File: src/rtl/vga_pkg.sv
`default_nettype none
// ============================================================================
// Module      : vga_pkg
// Description : Shared constants for the VGA colour-depth reducer: MODE
//               encodings, the 4x4 Bayer matrix and the threshold helper.
// Revision    : 1.0 - initial release
// ============================================================================
package vga_pkg;

    typedef enum logic [1:0] {
        MODE_TRUNC    = 2'd0,
        MODE_SPATIAL  = 2'd1,
        MODE_TEMPORAL = 2'd2,
        MODE_ROUND    = 2'd3
    } mode_e;

    // Row-major 4x4 ordered-dither matrix; entry index is {y[1:0], x[1:0]}.
    localparam logic [0:15][3:0] BAYER = {
        4'd0,  4'd8,  4'd2,  4'd10,
        4'd12, 4'd4,  4'd14, 4'd6,
        4'd3,  4'd11, 4'd1,  4'd9,
        4'd15, 4'd7,  4'd13, 4'd5
    };

    // Scale the 0..15 Bayer entry down to the 0..2^d-1 range of the dropped bits.
    function automatic logic [3:0] bayer_threshold(input logic [3:0] idx, input int unsigned d);
        return BAYER[idx] >> (4 - d);
    endfunction

endpackage
`default_nettype wire

File: src/rtl/vga_dither_chan.sv
`default_nettype none
// ============================================================================
// Module      : vga_dither_chan
// Description : Combinational per-channel reduction (truncate, ordered dither
//               or round-to-nearest) with saturation and blanking.
// Revision    : 1.0 - initial release
// ============================================================================
module vga_dither_chan import vga_pkg::*; #(
    parameter int IN_BITS  = 3,
    parameter int OUT_BITS = 2
) (
    input  logic [IN_BITS-1:0]  i_pix,
    input  logic [3:0]          i_thresh,
    input  mode_e               i_mode,
    input  logic                i_blank,
    output logic [OUT_BITS-1:0] o_pix
);

    localparam int D  = IN_BITS - OUT_BITS;
    // One extra bit so the biased sum never wraps.
    localparam int SW = IN_BITS + 1;

    logic [SW-1:0] w_add;
    logic [SW-1:0] w_sum;
    logic [SW-1:0] w_res;
    logic          w_sat;

    // Bias, shift away the dropped bits and clamp to the output range.
    always_comb begin
        w_add = '0;
        unique case (i_mode)
            MODE_SPATIAL, MODE_TEMPORAL: w_add = SW'(i_thresh);
            MODE_ROUND:                  w_add = SW'(1 << (D - 1));
            default:                     w_add = '0;
        endcase
        w_sum = {1'b0, i_pix} + w_add;
        w_res = w_sum >> D;
        // Any bit at or above OUT_BITS means the result overflowed the DAC range.
        w_sat = |w_res[SW-1:OUT_BITS];
        if (i_blank) begin
            o_pix = '0;
        end else if (w_sat) begin
            o_pix = '1;
        end else begin
            o_pix = w_res[OUT_BITS-1:0];
        end
    end

endmodule
`default_nettype wire

File: src/rtl/vga_dither_reducer.sv
`default_nettype none
// ============================================================================
// Module      : vga_dither_reducer
// Description : Two-stage colour-depth reducer for the VGA DAC with 4x4
//               ordered dither (optionally frame-rotated) and aligned syncs.
// Revision    : 1.0 - initial release
// ============================================================================
module vga_dither_reducer import vga_pkg::*; #(
    parameter int IN_BITS         = 3,
    parameter int OUT_BITS        = 2,
    parameter bit SYNC_ACTIVE_LOW = 1'b1
) (
    input  logic                CLKVGA,
    input  logic                nRST,
    input  logic                iHS,
    input  logic                iVS,
    input  logic [IN_BITS-1:0]  iRED,
    input  logic [IN_BITS-1:0]  iGREEN,
    input  logic [IN_BITS-1:0]  iBLUE,
    input  logic [1:0]          MODE,
    output logic                HS,
    output logic                VS,
    output logic [OUT_BITS-1:0] RED,
    output logic [OUT_BITS-1:0] GREEN,
    output logic [OUT_BITS-1:0] BLUE,
    output logic [1:0]          FRAME
);

    localparam int   D           = IN_BITS - OUT_BITS;
    localparam logic C_SYNC_IDLE = SYNC_ACTIVE_LOW;

    generate
        if (IN_BITS < 2 || IN_BITS > 8 || OUT_BITS < 1 || D < 1 || D > 4) begin : g_bad_params
            $error("vga_dither_reducer: need 2<=IN_BITS<=8 and 1<=IN_BITS-OUT_BITS<=4");
        end
    endgenerate

    logic        w_hs_act, w_vs_act, w_hs_edge, w_vs_edge;
    logic        hs_prev_q, hs_prev_d, vs_prev_q, vs_prev_d;
    logic [1:0]  x_q, x_d, y_q, y_d, frame_q, frame_d;
    mode_e       w_mode;
    logic [1:0]  w_ix, w_iy;

    logic [2:0][IN_BITS-1:0]  s1_pix_q, s1_pix_d;
    mode_e                    s1_mode_q, s1_mode_d;
    logic [3:0]               s1_thresh_q, s1_thresh_d;
    logic                     s1_blank_q, s1_blank_d;
    logic                     s1_hs_q, s1_hs_d, s1_vs_q, s1_vs_d;

    logic [2:0][OUT_BITS-1:0] w_chan_pix;
    logic [2:0][OUT_BITS-1:0] pix_q, pix_d;
    logic                     hs_q, hs_d, vs_q, vs_d;

    // Sync edge detection and the x/y/frame position counters.
    always_comb begin
        w_hs_act  = (iHS != C_SYNC_IDLE);
        w_vs_act  = (iVS != C_SYNC_IDLE);
        w_hs_edge = w_hs_act & ~hs_prev_q;
        w_vs_edge = w_vs_act & ~vs_prev_q;
        hs_prev_d = w_hs_act;
        vs_prev_d = w_vs_act;

        x_d = x_q;
        if (w_hs_edge) begin
            x_d = 2'd0;
        end else if (!w_hs_act) begin
            x_d = x_q + 2'd1;
        end

        // A VS edge outranks a coincident HS edge so the new frame starts at row 0.
        y_d = y_q;
        if (w_vs_edge) begin
            y_d = 2'd0;
        end else if (w_hs_edge) begin
            y_d = y_q + 2'd1;
        end

        frame_d = w_vs_edge ? frame_q + 2'd1 : frame_q;
    end

    // Threshold lookup and stage-1/stage-2 next values.
    always_comb begin
        w_mode = mode_e'(MODE);
        w_ix   = x_q;
        w_iy   = y_q;
        if (w_mode == MODE_TEMPORAL) begin
            w_ix = x_q + {1'b0, frame_q[0]};
            w_iy = y_q + {1'b0, frame_q[1]};
        end

        s1_pix_d    = {iBLUE, iGREEN, iRED};
        s1_mode_d   = w_mode;
        s1_thresh_d = bayer_threshold({w_iy, w_ix}, D);
        s1_blank_d  = w_hs_act | w_vs_act;
        s1_hs_d     = iHS;
        s1_vs_d     = iVS;

        pix_d = w_chan_pix;
        hs_d  = s1_hs_q;
        vs_d  = s1_vs_q;
    end

    generate
        for (genvar gi = 0; gi < 3; gi++) begin : g_chan
            vga_dither_chan #(
                .IN_BITS  (IN_BITS),
                .OUT_BITS (OUT_BITS)
            ) u_chan (
                .i_pix    (s1_pix_q[gi]),
                .i_thresh (s1_thresh_q),
                .i_mode   (s1_mode_q),
                .i_blank  (s1_blank_q),
                .o_pix    (w_chan_pix[gi])
            );
        end
    endgenerate

    // State and pipeline registers; syncs reset to their inactive level.
    always_ff @(posedge CLKVGA or negedge nRST) begin
        if (!nRST) begin
            hs_prev_q   <= 1'b0;
            vs_prev_q   <= 1'b0;
            x_q         <= 2'd0;
            y_q         <= 2'd0;
            frame_q     <= 2'd0;
            s1_pix_q    <= '0;
            s1_mode_q   <= MODE_TRUNC;
            s1_thresh_q <= 4'd0;
            s1_blank_q  <= 1'b0;
            s1_hs_q     <= C_SYNC_IDLE;
            s1_vs_q     <= C_SYNC_IDLE;
            pix_q       <= '0;
            hs_q        <= C_SYNC_IDLE;
            vs_q        <= C_SYNC_IDLE;
        end else begin
            hs_prev_q   <= hs_prev_d;
            vs_prev_q   <= vs_prev_d;
            x_q         <= x_d;
            y_q         <= y_d;
            frame_q     <= frame_d;
            s1_pix_q    <= s1_pix_d;
            s1_mode_q   <= s1_mode_d;
            s1_thresh_q <= s1_thresh_d;
            s1_blank_q  <= s1_blank_d;
            s1_hs_q     <= s1_hs_d;
            s1_vs_q     <= s1_vs_d;
            pix_q       <= pix_d;
            hs_q        <= hs_d;
            vs_q        <= vs_d;
        end
    end

    assign HS    = hs_q;
    assign VS    = vs_q;
    assign RED   = pix_q[0];
    assign GREEN = pix_q[1];
    assign BLUE  = pix_q[2];
    assign FRAME = frame_q;

endmodule
`default_nettype wire

File: config.mk
export PLATFORM = sky130hd
export DESIGN_NAME = vga_dither_reducer
export DESIGN_NICKNAME = d
export VERILOG_FILES = /design/src/rtl/vga_pkg.sv /design/src/rtl/vga_dither_chan.sv /design/src/rtl/vga_dither_reducer.sv
export SDC_FILE = /design/constraint.sdc
export NUM_CORES = 1
export LEC_CHECK = 0
export ABC_AREA = 1
export CAP_MARGIN = 20
export CORE_UTILIZATION = 50
export DETAILED_ROUTE_END_ITERATION = 10
export GPL_ROUTABILITY_DRIVEN = 0
export PLACE_DENSITY_LB_ADDON = 0.3
export SLEW_MARGIN = 20
export SYNTH_ARGS = -nofsm -noshare
export SYNTH_HDL_FRONTEND = slang
export SYNTH_HIERARCHICAL = 1
export SYNTH_SLANG_ARGS = --single-unit
File: constraint.sdc
create_clock -name CLKVGA -period 4.7 [get_ports CLKVGA]
set_input_delay 0.94 -clock CLKVGA [delete_from_list [all_inputs] [get_ports CLKVGA]]
set_output_delay 0.94 -clock CLKVGA [all_outputs]
set_load 0.02 [all_outputs]
==> report_table.html <==
<table>
<tr><th>Metric</th><th>Value</th></tr>
<tr><th colspan="2">Critical path</th></tr>
<tr><td>Critical-path maximum fanout</td><td>1</td></tr>
<tr><td>Buf/Inv on CP</td><td>1</td></tr>
<tr><td>Series of cell instances along the critical path</td><td>clkdlybuf4s50_1</td></tr>
<tr><td>Critical path launch point type</td><td>flop</td></tr>
<tr><td>Setup Crit Path Kind</td><td>flop to output pin</td></tr>
<tr><td>Kind of cell adding the most delay to the critical path</td><td>buffers and inverters</td></tr>
<tr><td>Data arrival time of the critical path</td><td>1450 ps</td></tr>
<tr><td>Peak per-stage delay on the critical path</td><td>about 600 ps</td></tr>
<tr><td>CP Capture Type</td><td>output pin</td></tr>
<tr><td>R2R Setup Slk</td><td>around 2800 ps</td></tr>
<tr><td>Highest-delay cell along the critical path</td><td>sky130_fd_sc_hd__clkdlybuf4s50_1</td></tr>
<tr><td>Req. time, crit path</td><td>about 3800 ps</td></tr>
<tr><th colspan="2">Place</th></tr>
<tr><td>HPWL after DPL</td><td>1.868 mm</td></tr>
<tr><td>Port Buffer Count</td><td>24</td></tr>
<tr><td>Post-detailed-placement cell area</td><td>1822 sq um</td></tr>
<tr><td>Worst slack at placement</td><td>2661 ps</td></tr>
<tr><th colspan="2">Clocking</th></tr>
<tr><td>Insertion delay to the later sink of the worst-skew pair</td><td>330 ps</td></tr>
<tr><td>Buffers from clock root to sink, at most</td><td>2</td></tr>
<tr><td>Number of levels in the clock H-tree</td><td>2</td></tr>
<tr><td>TritonCTS Sinks</td><td>29</td></tr>
<tr><td>Inserted Clock Buffers</td><td>5</td></tr>
<tr><td>TritonCTS clock tree</td><td>built</td></tr>
<tr><td>CTS Root Cell</td><td>sky130_fd_sc_hd__clkbuf_4</td></tr>
<tr><td>Number of setup buffers added after CTS</td><td>0</td></tr>
<tr><td>Post-CTS clock slew at the launch and capture registers of the worst setup and hold paths</td><td>90 ps</td></tr>
<tr><td>Number of hold buffers added after cts</td><td>0</td></tr>
<tr><td>Number of gates resized after CTS</td><td>0</td></tr>
<tr><th colspan="2">GRT</th></tr>
<tr><td>Wire length of the first global-routing pass</td><td>~4.5 mm</td></tr>
<tr><td>Overflow after GRT</td><td>0</td></tr>
<tr><td>Vias in the first global route</td><td>1171</td></tr>
<tr><td>Maximum number of pins on one net before global-route repair</td><td>30</td></tr>
<tr><td>Number of antenna violations at the first check in global routing</td><td>0</td></tr>
<tr><td>Overall routing resource usage</td><td>18.82%</td></tr>
<tr><th colspan="2">Power and ir drop</th></tr>
<tr><td>PnR Total Power</td><td>613.7 uW</td></tr>
<tr><td>Cell leakage power</td><td>1.100 nW</td></tr>
<tr><td>Worst supply voltage drop on vdd</td><td>~0.3 mV</td></tr>
<tr><td>Power per unit of standard cell area</td><td>approximately 330 nW/um^2</td></tr>
<tr><th colspan="2">Final layout</th></tr>
<tr><td>Post-route standard cell area excluding fillers</td><td>1877 sq um</td></tr>
<tr><td>Antenna diode count</td><td>0</td></tr>
<tr><td>Fin nets</td><td>238</td></tr>
<tr><td>Most common cell after layout, fill and taps aside</td><td>sky130_fd_sc_hd__inv_1</td></tr>
<tr><td>Layout cell share with drive strength beyond 1</td><td>between 10 and 15%</td></tr>
<tr><td>Most frequent cells in the layout</td><td>sky130_fd_sc_hd__inv_1, sky130_fd_sc_hd__nand2_1, sky130_fd_sc_hd__dfrtp_1</td></tr>
<tr><td>Area growth from synthesis to final layout</td><td>24.69%</td></tr>
<tr><th colspan="2">Timing</th></tr>
<tr><td>Unrepaired setup endpoints after global routing</td><td>false</td></tr>
<tr><td>Final worst-path setup slack</td><td>about 2300 ps</td></tr>
<tr><td>Final Max Tran Viols</td><td>0</td></tr>
<tr><td>Max Fclk</td><td>418.2 MHz</td></tr>
<tr><td>Minimum clock period</td><td>around 2400 ps</td></tr>
<tr><td>Post-Route Setup TNS</td><td>0 ps</td></tr>
<tr><td>Share of the cycle needed by the critical path after routing</td><td>50.88%</td></tr>
<tr><td>Final setup violation count</td><td>0</td></tr>
<tr><td>Final Skew</td><td>about 14 ps</td></tr>
<tr><td>Number of endpoints with negative hold slack in the final report</td><td>0</td></tr>
<tr><th colspan="2">Die</th></tr>
<tr><td>Area of the placeable core</td><td>2805 sq um</td></tr>
<tr><td>Die span in x</td><td>roughly 57 um</td></tr>
<tr><td>I/O pin cnt</td><td>25</td></tr>
<tr><td>Area of the die</td><td>3234 sq um</td></tr>
<tr><td>Standard-cell row count</td><td>19</td></tr>
<tr><td>Vert. Die Dim</td><td>56.87 um</td></tr>
<tr><td>Starting utilization of the core area</td><td>53.66%</td></tr>
<tr><th colspan="2">Detailed routing</th></tr>
<tr><td>Detailed Route Iter0 Violations</td><td>28</td></tr>
<tr><td>Wire length per cell after detailed routing</td><td>9.908 um</td></tr>
<tr><td>First-pass iteration count of the detailed router</td><td>7</td></tr>
<tr><td>Number of vias per cell</td><td>4.542</td></tr>
<tr><td>Post-route ant nets</td><td>0</td></tr>
<tr><td>Vias after detailed routing</td><td>1090</td></tr>
<tr><td>Total Routed Length</td><td>2.378 mm</td></tr>
<tr><td>Remaining DRCs</td><td>6</td></tr>
<tr><th colspan="2">Synth</th></tr>
<tr><td>Post-synth cell types</td><td>17</td></tr>
<tr><td>Synthesized netlist cell count</td><td>168</td></tr>
<tr><td>Area fraction in and, or, nand and nor cells after synthesis</td><td>around a fifth</td></tr>
<tr><td>Post-synthesis register bit count</td><td>29</td></tr>
<tr><td>Netlist Area Pre-Place</td><td>1505 sq um</td></tr>
<tr><td>Main combinational cell family by area after synthesis</td><td>simple AND/OR/NAND/NOR gates</td></tr>
<tr><td>Multiplexer fraction of the synthesized cell area</td><td>0%</td></tr>
<tr><td>Arithmetic-cell share of the synthesized area counting full adders, half adders and majority gates</td><td>13.97%</td></tr>
<tr><td>Fraction of synthesized cell area in xor and xnor cells</td><td>around 2.9%</td></tr>
<tr><td>Sequential share of the synthesized area</td><td>48.55%</td></tr>
<tr><td>Average cell area after synthesis</td><td>8.959 sq um</td></tr>
<tr><td>Warning count from the yosys run</td><td>6</td></tr>
<tr><td>Compound-cell area share of the yosys netlist</td><td>between 1.5 and 2%</td></tr>
<tr><th colspan="2">Worst hold path</th></tr>
<tr><td>Worst Hold Class</td><td>flop to flop</td></tr>
<tr><th colspan="2">Status</th></tr>
<tr><td>Violated checks</td><td>DRC</td></tr>
<tr><td>Outcome</td><td>complete, but fails checks</td></tr>
<tr><th colspan="2">Flow run</th></tr>
<tr><td>Max-capacitance violation count</td><td>0</td></tr>
</table>
[state kept, by name (all words and copies together), names as in the netlist]
signal,count
FRAME,2
x_q,1
hs_prev_q,1
HS,1
VS,1
vs_prev_q,1
s1_pix_q,9
y_q,1
s1_thresh_q,1
s1_mode_q,2
hs_d,1
GREEN,2
s1_vs_q,1
RED,2
BLUE,2
s1_blank_q,1
[kinds of logic (layout without fill, tap and decap cells)]
| logic type | count (synthesis) | in the layout |
|---|---|---|
| buffers and inverters | 46 | 79 |
| adders and majority gates | 15 | 15 |
| and+or+nand+nor | 67 | 67 |
| other | 1 | 9 |
| AOI/OAI and AO/OA | 5 | 5 |
| xor gates and xnor gates | 5 | 5 |
| DFF | 29 | 29 |
[routing by layer]
metal / GRT usage (%) / wire length [um] / vias up
li1: - / - / 560
met4: 10.80 / 47 / 0
met2: 35.20 / 1270 / 23
met1: 18.21 / 942 / 502
met5: 0 / 0 / -
met3: 5.300 / 117 / 5
[through the flow]
step           std cells  utilization [%]  hold slack (ps)
2_1_floorplan        176                -            345.2
5_1_grt              240            66.90            365.6
3_5_place_dp         232            64.94            348.1
4_1_cts              240            66.90            362.8
3_3_place_gp         232            64.94            347.0
6_report             240            66.90            361.6
[synthesized netlist by cell type]
cell | count | area, sq um
sky130_fd_sc_hd__conb_1 | 1 | 3.750
sky130_fd_sc_hd__inv_1 | 42 | 157.7
sky130_fd_sc_hd__nand2_1 | 40 | 150.1
sky130_fd_sc_hd__nor2_1 | 4 | 15.01
sky130_fd_sc_hd__nand3_1 | 11 | 55.05
sky130_fd_sc_hd__nor3_1 | 2 | 10.01
sky130_fd_sc_hd__dfstp_2 | 4 | 105.1
sky130_fd_sc_hd__nor2_2 | 1 | 6.260
sky130_fd_sc_hd__a21oi_1 | 5 | 25.02
sky130_fd_sc_hd__nor2_4 | 3 | 33.78
sky130_fd_sc_hd__xor2_1 | 5 | 43.79
sky130_fd_sc_hd__nand3_2 | 3 | 30.03
sky130_fd_sc_hd__clkinv_1 | 4 | 15.01
sky130_fd_sc_hd__dfrtp_1 | 25 | 625.6
sky130_fd_sc_hd__ha_1 | 12 | 150.1
sky130_fd_sc_hd__fa_1 | 3 | 60.06
sky130_fd_sc_hd__nand2_2 | 3 | 18.77
[area by class of cell]
cell class / count / area (sq um)
inverter: 46 / 172.7
tap: 31 / 38.79
sequential: 29 / 730.7
clock buffer: 5 / 37.54
multi-input combinational: 101 / 631.9
fill: 230 / 928.4
timing repair buffer: 25 / 247.7
clock inverter: 3 / 17.52
[path summary, 6_finish.rpt]
check                             start  endpoint  depth (start not counted)
min in group asynchronous          nRST  GREEN[0]                          2
max in group asynchronous          nRST        HS                          2
min                             s1_vs_q        VS                          0
max reg2reg                s1_mode_q[0]  GREEN[1]                         10
min reg2reg                     s1_vs_q        VS                          0
max                                  VS        VS                          1
[power breakdown]
group | internal [mW] | switching, mW
clock network | 0.0563 | 0.0894
registers | 0.277 | 0.0202
logic | 0.0771 | 0.0938
total | 0.410 | 0.203
Note: power is estimated with default switching activity, not from simulation.
